### config.mk
export PLATFORM = sky130hd
export DESIGN_NAME = mc_control_fsm_flat
export DESIGN_NICKNAME = d
export VERILOG_FILES = /design/src/rtl/mc_control_if.sv /design/src/rtl/mc_control_fsm.sv /design/src/flat_wrapper.sv
export SDC_FILE = /design/constraint.sdc
export NUM_CORES = 1
export LEC_CHECK = 0
export ABC_AREA = 1
export BUFFER_PORTS_ARGS = -buffer_cell sky130_fd_sc_hd__buf_2
export CAP_MARGIN = 20
export CORE_MARGIN = 3
export CORE_UTILIZATION = 45
export DETAILED_ROUTE_END_ITERATION = 6
export GPL_ROUTABILITY_DRIVEN = 0
export GPL_TIMING_DRIVEN = 0
export PLACE_DENSITY = 0.79
export SLEW_MARGIN = 20
export SYNTH_ARGS = -nofsm -noshare
export SYNTH_HDL_FRONTEND = slang
export SYNTH_SLANG_ARGS = --single-unit
### constraint.sdc
create_clock -name clk -period 1.7 [get_ports clk]
set_input_delay 0.34 -clock clk [delete_from_list [all_inputs] [get_ports clk]]
set_output_delay 0.34 -clock clk [all_outputs]
set_load 0.05 [all_outputs]
### src/rtl/mc_control_if.sv
// Control bundle between the multi-cycle MIPS control FSM and its datapath:
// opcode from the IR toward the FSM, write enables and mux selects back out.
interface mc_control_if;
  logic [5:0] opcode;
  logic       pc_write;
  logic       pc_write_cond;
  logic       i_or_d;
  logic       mem_read;
  logic       mem_write;
  logic       ir_write;
  logic       mem_to_reg;
  logic       reg_dst;
  logic       reg_write;
  logic       alu_src_a;
  logic [1:0] alu_src_b;
  logic [1:0] alu_op;
  logic [1:0] pc_source;
  logic       illegal_op;
  logic       instr_done;

  modport master (
    input  opcode,
    output pc_write, pc_write_cond, i_or_d, mem_read, mem_write, ir_write,
           mem_to_reg, reg_dst, reg_write, alu_src_a, alu_src_b, alu_op,
           pc_source, illegal_op, instr_done
  );

  modport slave (
    output opcode,
    input  pc_write, pc_write_cond, i_or_d, mem_read, mem_write, ir_write,
           mem_to_reg, reg_dst, reg_write, alu_src_a, alu_src_b, alu_op,
           pc_source, illegal_op, instr_done
  );
endinterface

### src/rtl/mc_control_fsm.sv
// Moore control FSM for a multi-cycle MIPS datapath with a retired-instruction
// counter. Define MC_CTRL_ADDI_EN to add the addi path (states ADDIEX/ADDIWB).
module mc_control_fsm #(
  parameter int STATE_W = 4,
  parameter int COUNT_W = 32
) (
  input  logic               clk,
  input  logic               reset,
  mc_control_if.master       ctrl,
  output logic [COUNT_W-1:0] instr_count,
  output logic [STATE_W-1:0] state
);

  typedef enum logic [STATE_W-1:0] {
    FETCH, DECODE, MEMADR, MEMRD, MEMWB, MEMWR, EXEC, RTWB, BRANCH, JUMP
`ifdef MC_CTRL_ADDI_EN
    , ADDIEX, ADDIWB
`endif
  } state_t;

  localparam logic [5:0] OP_R    = 6'h00;
  localparam logic [5:0] OP_LW   = 6'h23;
  localparam logic [5:0] OP_SW   = 6'h2B;
  localparam logic [5:0] OP_BEQ  = 6'h04;
  localparam logic [5:0] OP_J    = 6'h02;
  localparam logic [5:0] OP_ADDI = 6'h08;

  state_t             state_q;
  state_t             state_d;
  state_t             dec_st;
  logic               done;
  logic [COUNT_W-1:0] count_q;

  function automatic logic op_legal(input logic [5:0] op);
    logic ok;
    ok = (op == OP_R) || (op == OP_LW) || (op == OP_SW) ||
         (op == OP_BEQ) || (op == OP_J);
`ifdef MC_CTRL_ADDI_EN
    ok = ok || (op == OP_ADDI);
`endif
    return ok;
  endfunction

  always_ff @(posedge clk) begin
    if (reset) begin
      state_q <= FETCH;
      count_q <= '0;
    end else begin
      state_q <= state_d;
      if (done) count_q <= count_q + COUNT_W'(1);
    end
  end

  always_comb begin
    state_d = FETCH;
    case (state_q)
      FETCH:  state_d = DECODE;
      DECODE: begin
        case (ctrl.opcode)
          OP_R:          state_d = EXEC;
          OP_LW, OP_SW:  state_d = MEMADR;
          OP_BEQ:        state_d = BRANCH;
          OP_J:          state_d = JUMP;
`ifdef MC_CTRL_ADDI_EN
          OP_ADDI:       state_d = ADDIEX;
`endif
          default:       state_d = FETCH;
        endcase
      end
      MEMADR: begin
        if (ctrl.opcode == OP_LW)      state_d = MEMRD;
        else if (ctrl.opcode == OP_SW) state_d = MEMWR;
        else                           state_d = FETCH;
      end
      MEMRD:  state_d = MEMWB;
      EXEC:   state_d = RTWB;
`ifdef MC_CTRL_ADDI_EN
      ADDIEX: state_d = ADDIWB;
`endif
      default: state_d = FETCH;
    endcase
  end

  // While reset is high the selects present FETCH values and every strobe is held low.
  always_comb begin
    dec_st             = reset ? FETCH : state_q;
    ctrl.pc_write      = 1'b0;
    ctrl.pc_write_cond = 1'b0;
    ctrl.i_or_d        = 1'b0;
    ctrl.mem_read      = 1'b0;
    ctrl.mem_write     = 1'b0;
    ctrl.ir_write      = 1'b0;
    ctrl.mem_to_reg    = 1'b0;
    ctrl.reg_dst       = 1'b0;
    ctrl.reg_write     = 1'b0;
    ctrl.alu_src_a     = 1'b0;
    ctrl.alu_src_b     = 2'b00;
    ctrl.alu_op        = 2'b00;
    ctrl.pc_source     = 2'b00;
    done               = 1'b0;
    case (dec_st)
      FETCH:  begin ctrl.mem_read = 1'b1; ctrl.ir_write = 1'b1;
                    ctrl.pc_write = 1'b1; ctrl.alu_src_b = 2'b01; end
      DECODE: ctrl.alu_src_b = 2'b11;
      MEMADR: begin ctrl.alu_src_a = 1'b1; ctrl.alu_src_b = 2'b10; end
      MEMRD:  begin ctrl.mem_read = 1'b1; ctrl.i_or_d = 1'b1; end
      MEMWB:  begin ctrl.reg_write = 1'b1; ctrl.mem_to_reg = 1'b1; done = 1'b1; end
      MEMWR:  begin ctrl.mem_write = 1'b1; ctrl.i_or_d = 1'b1; done = 1'b1; end
      EXEC:   begin ctrl.alu_src_a = 1'b1; ctrl.alu_op = 2'b10; end
      RTWB:   begin ctrl.reg_write = 1'b1; ctrl.reg_dst = 1'b1; done = 1'b1; end
      BRANCH: begin ctrl.alu_src_a = 1'b1; ctrl.alu_op = 2'b01;
                    ctrl.pc_write_cond = 1'b1; ctrl.pc_source = 2'b01; done = 1'b1; end
      JUMP:   begin ctrl.pc_write = 1'b1; ctrl.pc_source = 2'b10; done = 1'b1; end
`ifdef MC_CTRL_ADDI_EN
      ADDIEX: begin ctrl.alu_src_a = 1'b1; ctrl.alu_src_b = 2'b10; end
      ADDIWB: begin ctrl.reg_write = 1'b1; done = 1'b1; end
`endif
      default: ;
    endcase
    if (reset) begin
      ctrl.pc_write = 1'b0;
      ctrl.mem_read = 1'b0;
      ctrl.ir_write = 1'b0;
    end
    ctrl.instr_done = done;
    ctrl.illegal_op = !reset && (state_q == DECODE) && !op_legal(ctrl.opcode);
  end

  assign instr_count = count_q;
  assign state       = state_q;

endmodule

### src/flat_wrapper.sv
// flat-port wrapper written by rule: the top's interface ports become plain ports
module mc_control_fsm_flat 
#(
  parameter int STATE_W = 4,
  parameter int COUNT_W = 32
)
  (clk, reset, instr_count, state, ctrl_opcode, ctrl_pc_write, ctrl_pc_write_cond, ctrl_i_or_d, ctrl_mem_read, ctrl_mem_write, ctrl_ir_write, ctrl_mem_to_reg, ctrl_reg_dst, ctrl_reg_write, ctrl_alu_src_a, ctrl_alu_src_b, ctrl_alu_op, ctrl_pc_source, ctrl_illegal_op, ctrl_instr_done);
  mc_control_if ctrl_i ();
  input  logic clk;
  input  logic reset;
  output logic [COUNT_W-1:0] instr_count;
  output logic [STATE_W-1:0] state;
  input wire logic [$bits(ctrl_i.opcode)-1:0] ctrl_opcode;
  output wire logic [$bits(ctrl_i.pc_write)-1:0] ctrl_pc_write;
  output wire logic [$bits(ctrl_i.pc_write_cond)-1:0] ctrl_pc_write_cond;
  output wire logic [$bits(ctrl_i.i_or_d)-1:0] ctrl_i_or_d;
  output wire logic [$bits(ctrl_i.mem_read)-1:0] ctrl_mem_read;
  output wire logic [$bits(ctrl_i.mem_write)-1:0] ctrl_mem_write;
  output wire logic [$bits(ctrl_i.ir_write)-1:0] ctrl_ir_write;
  output wire logic [$bits(ctrl_i.mem_to_reg)-1:0] ctrl_mem_to_reg;
  output wire logic [$bits(ctrl_i.reg_dst)-1:0] ctrl_reg_dst;
  output wire logic [$bits(ctrl_i.reg_write)-1:0] ctrl_reg_write;
  output wire logic [$bits(ctrl_i.alu_src_a)-1:0] ctrl_alu_src_a;
  output wire logic [$bits(ctrl_i.alu_src_b)-1:0] ctrl_alu_src_b;
  output wire logic [$bits(ctrl_i.alu_op)-1:0] ctrl_alu_op;
  output wire logic [$bits(ctrl_i.pc_source)-1:0] ctrl_pc_source;
  output wire logic [$bits(ctrl_i.illegal_op)-1:0] ctrl_illegal_op;
  output wire logic [$bits(ctrl_i.instr_done)-1:0] ctrl_instr_done;
  assign ctrl_i.opcode = ctrl_opcode;
  assign ctrl_pc_write = ctrl_i.pc_write;
  assign ctrl_pc_write_cond = ctrl_i.pc_write_cond;
  assign ctrl_i_or_d = ctrl_i.i_or_d;
  assign ctrl_mem_read = ctrl_i.mem_read;
  assign ctrl_mem_write = ctrl_i.mem_write;
  assign ctrl_ir_write = ctrl_i.ir_write;
  assign ctrl_mem_to_reg = ctrl_i.mem_to_reg;
  assign ctrl_reg_dst = ctrl_i.reg_dst;
  assign ctrl_reg_write = ctrl_i.reg_write;
  assign ctrl_alu_src_a = ctrl_i.alu_src_a;
  assign ctrl_alu_src_b = ctrl_i.alu_src_b;
  assign ctrl_alu_op = ctrl_i.alu_op;
  assign ctrl_pc_source = ctrl_i.pc_source;
  assign ctrl_illegal_op = ctrl_i.illegal_op;
  assign ctrl_instr_done = ctrl_i.instr_done;
  mc_control_fsm #(.STATE_W(STATE_W), .COUNT_W(COUNT_W)) u_core (.clk(clk), .reset(reset), .ctrl(ctrl_i), .instr_count(instr_count), .state(state));
endmodule
# Yosys cells after proc, flatten, opt, wreduce, memory -nomap -nowiden
# Cells that the tools add are included.
dict set report op_classes {
  addsub 1
  multipliers 0
  div_mod_pow 0
  magnitude_cmp 0
  eq_ne 17
  shift 0
  muxes 22
  bitwise_logic 0
  n_reduce_logical 18
}
# cell count
set ops {}
lappend ops {{32-bit by 1-bit adder with 32-bit output, second input constant} 1}
lappend ops {{4-bit by 3-bit == test with 1-bit output, second input constant} 5}
lappend ops {{4-bit one-hot mux with 5 select lines} 1}
lappend ops {{4-bit by 2-bit == test with 1-bit output, second input constant} 4}
lappend ops {{4-bit one-hot mux with 4 select lines} 1}
lappend ops {{1-bit two-way mux} 14}
lappend ops {{6-bit == test, second input constant} 2}
lappend ops {{2-bit OR reduction} 5}
lappend ops {{4-bit by 1-bit == test with 1-bit output, second input constant} 2}
lappend ops {{4-bit == test, second input constant} 2}
lappend ops {{4-bit logical NOT} 2}
lappend ops {{4-bit two-way mux} 2}
lappend ops {{2-bit one-hot mux with 2 select lines} 2}
lappend ops {{6-bit by 2-bit == test with 1-bit output, second input constant} 1}
lappend ops {{6-bit by 3-bit == test with 1-bit output, second input constant} 1}
lappend ops {{6-bit logical NOT} 1}
lappend ops {{2-bit one-hot mux with 3 select lines} 1}
lappend ops {{5-bit OR reduction} 1}
lappend ops {{1-bit logical OR} 4}
lappend ops {{3-bit two-way mux} 1}
lappend ops {{3-bit OR reduction} 1}
lappend ops {{1-bit logical AND} 2}
lappend ops {{1-bit logical NOT} 2}
dict set report totals {
  ff_bits 36
  latchBits 0
  ram_bits 0
  romBits 0
  inputBits 8
  output_inout_bits 54
  wordCells 60
  mem_count 0
}

# Logic depth before layout (Yosys ltp)
# Gate-level depths: netlist of run 1.
dict set report logic_depth {
  ltp_word 7
  depth_mapped 12
  ltp_nobuf 11
}

# Worst setup path before layout of run 1
# OpenSTA, ideal clock, no wires.
dict set report synth_timing {
  path_type {register to output}
  from {reg u_core.state_q[0], in the netlist u_core.state[0]}
  to {out ctrl_illegal_op}
  arrival_ps 2334
  setup_slack_ps -974
  stages_incl_launch_ff 7
  n_path_buf 0
  path_cell_list {dfxtp_1 inv_1 nor2_1 nand2_1 inv_1 nand2_1 nor3_1}
}
dict set report synth_between {
  elab_chain_cells 3
}
# item line_no
set synth_lines {}
lappend synth_lines {{start: declaration} mc_control_fsm.sv:28} ;# state_t state_q;
lappend synth_lines {{start signal: assignment} mc_control_fsm.sv:49} ;# state_q <= state_d;
lappend synth_lines {{4-bit by 1-bit == test with 1-bit output} mc_control_fsm.sv:126} ;# ctrl.illegal_op = !reset && (state_q == DECODE) && !op_legal(ctrl.opcode);
lappend synth_lines {{1-bit logical AND (2 in a row)} mc_control_fsm.sv:126}
lappend synth_lines {{end: declaration} flat_wrapper.sv:27} ;# output wire logic [$bits(ctrl_i.illegal_op)-1:0] ctrl_illegal_op;
# Every way passes these cells.

# Worst setup path in the final report of run 1
# Same ends and word-level chain as after synthesis.

==> results of run 1 <==
[how the worst max path moves through the flow]
stage,startpoint,to,depth (start not counted)
global placement,reset,ctrl_i_or_d,6
finish,u_core.state[0]$_SDFF_PP0_,ctrl_illegal_op,7
floorplan,u_core.state[0]$_SDFF_PP0_,ctrl_alu_src_a,7
global route,u_core.state[0]$_SDFF_PP0_,ctrl_illegal_op,7
CTS,u_core.state[0]$_SDFF_PP0_,ctrl_illegal_op,7
detailed placement,reset,ctrl_mem_read,6
[registers in the layout (all words and copies together) (netlist names)]
name / count
u_core.instr_count: 32
u_core.state: 4
[cells in the final DEF (no fill, tap or decap), types with 8 or more instances in the layout]
master	synthesis	routed
nand2_1	106	98
nor2_1	75	64
buf_2	0	45
inv_1	44	39
nand3_1	27	26
dfxtp_1	36	26
a21oi_1	21	21
buf_4	1	13
o21ai_0	15	12
buf_6	4	9
nor2_2	5	9
nand2_2	3	8
nor2_4	1	8
nor3_1	11	8
[through the flow]
stage / hold WS (ns) / instance area, um2 / power, uW / setup TNS, ns
after floorplan: 0.524 / 2310 / 973 / -0.315
after global placement: 0.444 / 2690 / 1010 / -0.828
after detailed placement: 0.448 / 2690 / 1010 / -0.956
after CTS: 0.274 / 2900 / 1610 / -0.0923
after global routing: 0.269 / 3030 / 1700 / -1.20
final: 0.279 / 3030 / 1630 / -0.474
[kinds of logic after synthesis]
group,synth area share [%]
fa+ha+maj,0.562
flops,32.4
xor+xnor,0.787
buf+inv,11.1
compound gates,8.09
simple gates,47.0
[synth_stat cells (all sizes together)]
| library cell | n | share of area [%] |
|---|---|---|
| o21ai | 15 | 3.4 |
| nand2 | 110 | 19 |
| inv | 46 | 7.9 |
| nor2 | 82 | 15 |
| nor4 | 1 | 0.28 |
| a21oi | 21 | 4.7 |
| and3 | 3 | 0.84 |
| nor3 | 11 | 2.5 |
| clkbuf | 3 | 0.51 |
| clkinv | 1 | 0.39 |
| ha | 1 | 0.56 |
| nand4 | 7 | 2.2 |
| dfxtp | 36 | 32 |
| buf | 5 | 2.4 |
| xor2 | 2 | 0.79 |
| nand3 | 28 | 6.5 |
[layout make-up]
| class | count | share of cell area [%] |
|---|---|---|
| Sequential cell | 36 | 24.5 |
| Buffer | 7 | 2.10 |
| Tap cell | 65 | 2.68 |
| Clock buffer | 6 | 2.39 |
| Inverter | 47 | 6.15 |
| Timing Repair Buffer | 70 | 15.7 |
| Clock inverter | 1 | 0.165 |
| Multi-Input combinational cell | 281 | 46.3 |
[what timing repair did]
item | CTS | global route
pin swaps | 6 | 7
resized for setup | 35 | 34
setup endpoints to repair | 12 | 27
setup buffers | 5 | 4
cloned | 0 | 1
hold buffers | 0 | 0
[power by group through the flow]
stage | combinational (uW) | sequential (uW) | clock (uW)
2_1_floorplan | 98.6 | 875 | 0
3_3_place_gp | 143 | 866 | 0
3_5_place_dp | 146 | 866 | 0
4_1_cts | 172 | 844 | 595
5_1_grt | 205 | 845 | 648
6_report | 196 | 845 | 587
[metal layers]
layer  global-route usage (%)  routed length [um]  vias up  share of wire, %
met2                     37.6                3430      130                49
met4                     7.07                 107        0               1.5
met1                     27.8                2910     1244                42
met5                        0                   0        -                 0
met3                     5.67                 542       11               7.7
li1                         -                   -     1329                 -
==> impl_metrics.json, run 1 <==
{
  "crit_family": "simple AND/OR/NAND/NOR gates",
  "grt_setup_unrepaired": "true",
  "critPathMaxFanout": 4,
  "std_cell_rows": 24,
  "syn-num-nets": 381,
  "p_per_area_nw_per_um2": 537,
  "drt.antenna.violating_nets": 0,
  "combPwrFrac_pct": 12.0,
  "chipHeight_um": 76.3,
  "crit_buf_inv": 3,
  "max-clock-path-buffers": 2,
  "finalSetupViolations": 8,
  "run_status": "complete, but fails checks",
  "required_ns": 1.36,
  "numCtsBuffers": 5,
  "io-pin-count": 62,
  "clock_power_share_pct": 36.1,
  "synth_warnings": 0,
  "syn_area_um2": 2230,
  "timing.hold.worst.class": "in -> reg",
  "final_hold_viols": 0,
  "critPathLaunchType": "flop",
  "place.port_buffers": 60,
  "detailroute.via_count": 2714,
  "core-area_um2": 4560,
  "grt_pass1_wl_mm": 10.8,
  "cts_root_buffer": "clkbuf_8",
  "avgViaCountPerCell": 5.29,
  "cts_tree": "built",
  "largest_net_degree_at_the_start_of_global_routing": 20,
  "seq_area_frac_synth_pct": 32.4,
  "slowest_stage_cell_crit_path": "dfxtp_4",
  "clk_pin_slew_worst_paths_ns": 0.08,
  "p_switching_uw": 445,
  "postSynthRegisterBits": 36,
  "post-place-ws_ns": -0.192,
  "drtPass1Iterations": 5,
  "worstMarginPinSlew_ns": 0.532,
  "vdd_drop_max_uv": 298,
  "netSwitchingFraction_pct": 27.3,
  "detailedRoute.firstIterationViolations": 162,
  "worst_r2r_path_depth": 11,
  "whs_endpoint": "u_core.instr_count[20]$_SDFFE_PP0P_",
  "stdcell_count": 513,
  "arrival_ns": 1.47,
  "timing.setup.critical_path_class": "reg -> out",
  "multiInputGateArea_um2": 1400,
  "timing.max_cap.violations": 0,
  "hp_start": "reset",
  "period_share_pct": 107,
  "violated_checks": "negative setup slack",
  "postRouteWirelength_mm": 7.00,
  "postSynthCellCount": 372,
  "leakagePower_uw": 0.00137,
  "timing_max_transition_violations_final": 0,
  "floorplan.initialDensity_pct": 48.8,
  "critical_path.max_stage_delay_ns": 0.37,
  "finalCoreUtilization_pct": 66.4,
  "overflow": 0,
  "clock-sinks": 36,
  "die_area_um2": 5830,
  "worst_flop_to_flop_path_endpoint": "u_core.instr_count[25]$_SDFFE_PP0P_",
  "intPower_uw": 1180,
  "first_global_vias": 2342,
  "synth_unique_cells": 26,
  "initial_antenna_violation_count": 0,
  "fill_cells": 421,
  "synthToLayoutAreaGrowth_pct": 36.3,
  "final.setup_skew_ns": 0.0137,
  "seqPwrFrac_pct": 51.9,
  "relSlewSlack_pct": 64.2,
  "holdPathStages": 2,
  "final_layout_size_suffix_gt1_share_pct": 30.8,
  "clk_latency_ns": 0.30,
  "placed_cells_incl_taps": 497,
  "fmax_ghz": 0.551,
  "final_net_count": 457,
  "crit_path_end_kind": "output pin",
  "grt_use_total_pct": 22.3,
  "dp_hpwl_mm": 4.73,
  "regArea_um2": 743,
  "post-route-min-period_ns": 1.81,
  "syn-mean-instance-area_um2": 5.98,
  "drt_drc_violations_left": 0,
  "r2r_slack_ns": 0.10,
  "htreeDepth": 2,
  "rr_startpoint": "u_core.state[2]$_SDFF_PP0_",
  "worst_slack_ns": -0.114,
  "floorplan.die.width_um": 76.3,
  "num_antenna_cells": 0,
  "wl_per_cell_um": 13.6,
  "worstPathCellList": "inv_4 -> nor2_4 -> nand2_2 -> inv_2 -> nand2_4 -> nor3_4 -> buf_6"
}
(Power assumes the default switching activity.)
==> run 2, diff against run 1 <==
==> constraint.sdc (replaced) <==
create_clock -name clk -period 1.7 [get_ports clk]
set_input_delay 0.085 -clock clk [delete_from_list [all_inputs] [get_ports clk]]
set_output_delay 0.085 -clock clk [all_outputs]
set_load 0.05 [all_outputs]
==> run 2 against run 1 <==
Against the previous run:
- combinational power down 24%
- register-to-register slack better by 0.09 ns
- sequential cell count is the same
- wire length decreased by 14%
- the run now ends clean
- final area shrank 7.5%
- largest cell class unchanged
- global-route usage is 0.76 points lower
- die area is the same
- power rose by 0.40%
- core utilization fell by 5.0 points
- highest routed layer unchanged
- critical path depth shrank 1
- largest power group unchanged
- sequential power is 0.7% higher
- hold slack worse by 0.25 ns
==> impl_metrics.json, run 2 (synthesized netlist as in run 1, its figures left out) <==
{
  "run_status": "finished, final reports clean",
  "floorplan.initialDensity_pct": 48.8,
  "required_ns": 1.62,
  "mostFrequentLayoutCell": "nand2_1",
  "wl_per_cell_um": 12.0,
  "initial_antenna_violation_count": 0,
  "clock_power_share_pct": 38.9,
  "dp_hpwl_mm": 4.53,
  "largest_register_ffs": 32,
  "arrival_ns": 1.54,
  "dpl-instance-area_um2": 2660,
  "final_cell_mix": "104 x nand2_1, 70 x nor2_1, 55 x buf_2",
  "timing.hold.worst.class": "in -> reg",
  "p_per_area_nw_per_um2": 583,
  "grt_pass1_wl_mm": 10.5,
  "largest_net_degree_at_the_start_of_global_routing": 11,
  "timing.setup.critical_path_class": "reg -> out",
  "power_uw": 1630,
  "clk_pin_slew_worst_paths_ns": 0.08,
  "timing.max_cap.violations": 0,
  "post-place-ws_ns": 0.0575,
  "crit_path_end_kind": "output pin",
  "overflow": 0,
  "final_layout_size_suffix_gt1_share_pct": 25.0,
  "grt_use_total_pct": 21.5,
  "clk_latency_ns": 0.29,
  "netSwitchingFraction_pct": 25.6,
  "critPathMaxFanout": 10,
  "max-clock-path-buffers": 2,
  "combPwrFrac_pct": 9.1,
  "hp_start": "reset",
  "drt_drc_violations_left": 0,
  "final_hold_viols": 0,
  "numCtsBuffers": 5,
  "num_antenna_cells": 0,
  "place.port_buffers": 60,
  "post-route-min-period_ns": 1.63,
  "synthToLayoutAreaGrowth_pct": 26.0,
  "critPathLaunchType": "flop",
  "postRouteWirelength_mm": 6.04,
  "detailedRoute.firstIterationViolations": 160,
  "worst_r2r_path_depth": 8,
  "final.setup_skew_ns": 0.00766,
  "period_share_pct": 95.8,
  "io-pin-count": 62,
  "drt.antenna.violating_nets": 0,
  "cts_tree": "built",
  "fmax_ghz": 0.614,
  "worstMarginPinSlew_ns": 0.617,
  "die_area_um2": 5830,
  "finalCoreUtilization_pct": 61.4,
  "chipHeight_um": 76.3,
  "final_net_count": 448,
  "holdPathStages": 2,
  "htreeDepth": 2,
  "r2r_slack_ns": 0.19,
  "rr_startpoint": "u_core.instr_count[0]$_SDFFE_PP0P_",
  "vdd_drop_max_uv": 273,
  "avgViaCountPerCell": 5.03,
  "worst_slack_ns": 0.0712,
  "first_global_vias": 2349,
  "clock-sinks": 36,
  "std_cell_rows": 24,
  "drtPass1Iterations": 4,
  "whs_endpoint": "u_core.instr_count[28]$_SDFFE_PP0P_",
  "worst_flop_to_flop_path_endpoint": "u_core.instr_count[30]$_SDFFE_PP0P_",
  "finalSetupViolations": 0,
  "seqPwrFrac_pct": 52.0,
  "cts_root_buffer": "clkbuf_8",
  "totalNegativeSetupSlack_ns": 0,
  "core-area_um2": 4560,
  "final_design_area_no_fill_um2": 2800,
  "p_switching_uw": 419,
  "intPower_uw": 1220,
  "leakagePower_uw": 0.00129,
  "detailroute.via_count": 2538,
  "grt_setup_unrepaired": "true",
  "timing_max_transition_violations_final": 0,
  "floorplan.die.width_um": 76.3,
  "relSlewSlack_pct": 58.9
}
[run 2: power groups by stage]
stage / sequential (uW) / combinational, uW / clock, uW
finish: 851 / 149 / 635
global route: 851 / 162 / 690
CTS: 850 / 147 / 646
detailed placement: 870 / 142 / 0
global placement: 870 / 141 / 0
floorplan: 879 / 96.1 / 0
[run 2: per-layer routing]
layer	vias up	part of all wire [%]	track usage [%]
met2	96	48	37.1
met1	1126	44	26.8
li1	1305	-	-
met4	0	1.7	6.52
met5	-	0	0
met3	11	7.1	4.61
[run 2: worst max path at each step]
stage	from	end	slack [ns]
after floorplan	u_core.state[0]$_SDFF_PP0_	ctrl_i_or_d	-0.01
after global placement	u_core.instr_count[0]$_SDFFE_PP0P_	u_core.instr_count[30]$_SDFFE_PP0P_	0.1
after detailed placement	u_core.instr_count[0]$_SDFFE_PP0P_	u_core.instr_count[30]$_SDFFE_PP0P_	0.06
after CTS	u_core.state[0]$_SDFF_PP0_	ctrl_alu_src_a	-0.002
after global routing	u_core.state[2]$_SDFF_PP0_	ctrl_instr_done	-0.01
final	u_core.state[2]$_SDFF_PP0_	ctrl_instr_done	0.07
[run 2: what timing repair did]
item / in CTS / in global routing
pin swaps: 0 / 0
setup endpoints to repair: 4 / 13
hold buffers: 0 / 0
setup buffers: 0 / 0
resized for setup: 7 / 10
[run 2: final cells by class]
type / count / area [um2]
Buffer: 8 / 63.8
Clock buffer: 8 / 90.1
Fill cell: 469 / 1760
Inverter: 47 / 184
Multi-Input combinational cell: 281 / 1330
Sequential cell: 36 / 736
Tap cell: 65 / 81.3
Timing Repair Buffer: 60 / 320
[run 2: metrics by stage]
stage | instances | hold slack (ns)
after floorplan | 372 | 0.272
after global placement | 497 | 0.321
after detailed placement | 497 | 0.327
after CTS | 505 | 0.0188
after global routing | 505 | 0.0278
final | 505 | 0.0281
[run 2: critical path, cell delays in order, from the launching register on]
cell	delay [ns]
dfxtp_2	0.35
inv_1	0.13
nand4_4	0.17
nand2_4	0.14
buf_6	0.15
buf_6	0.15
buf_6	0.16
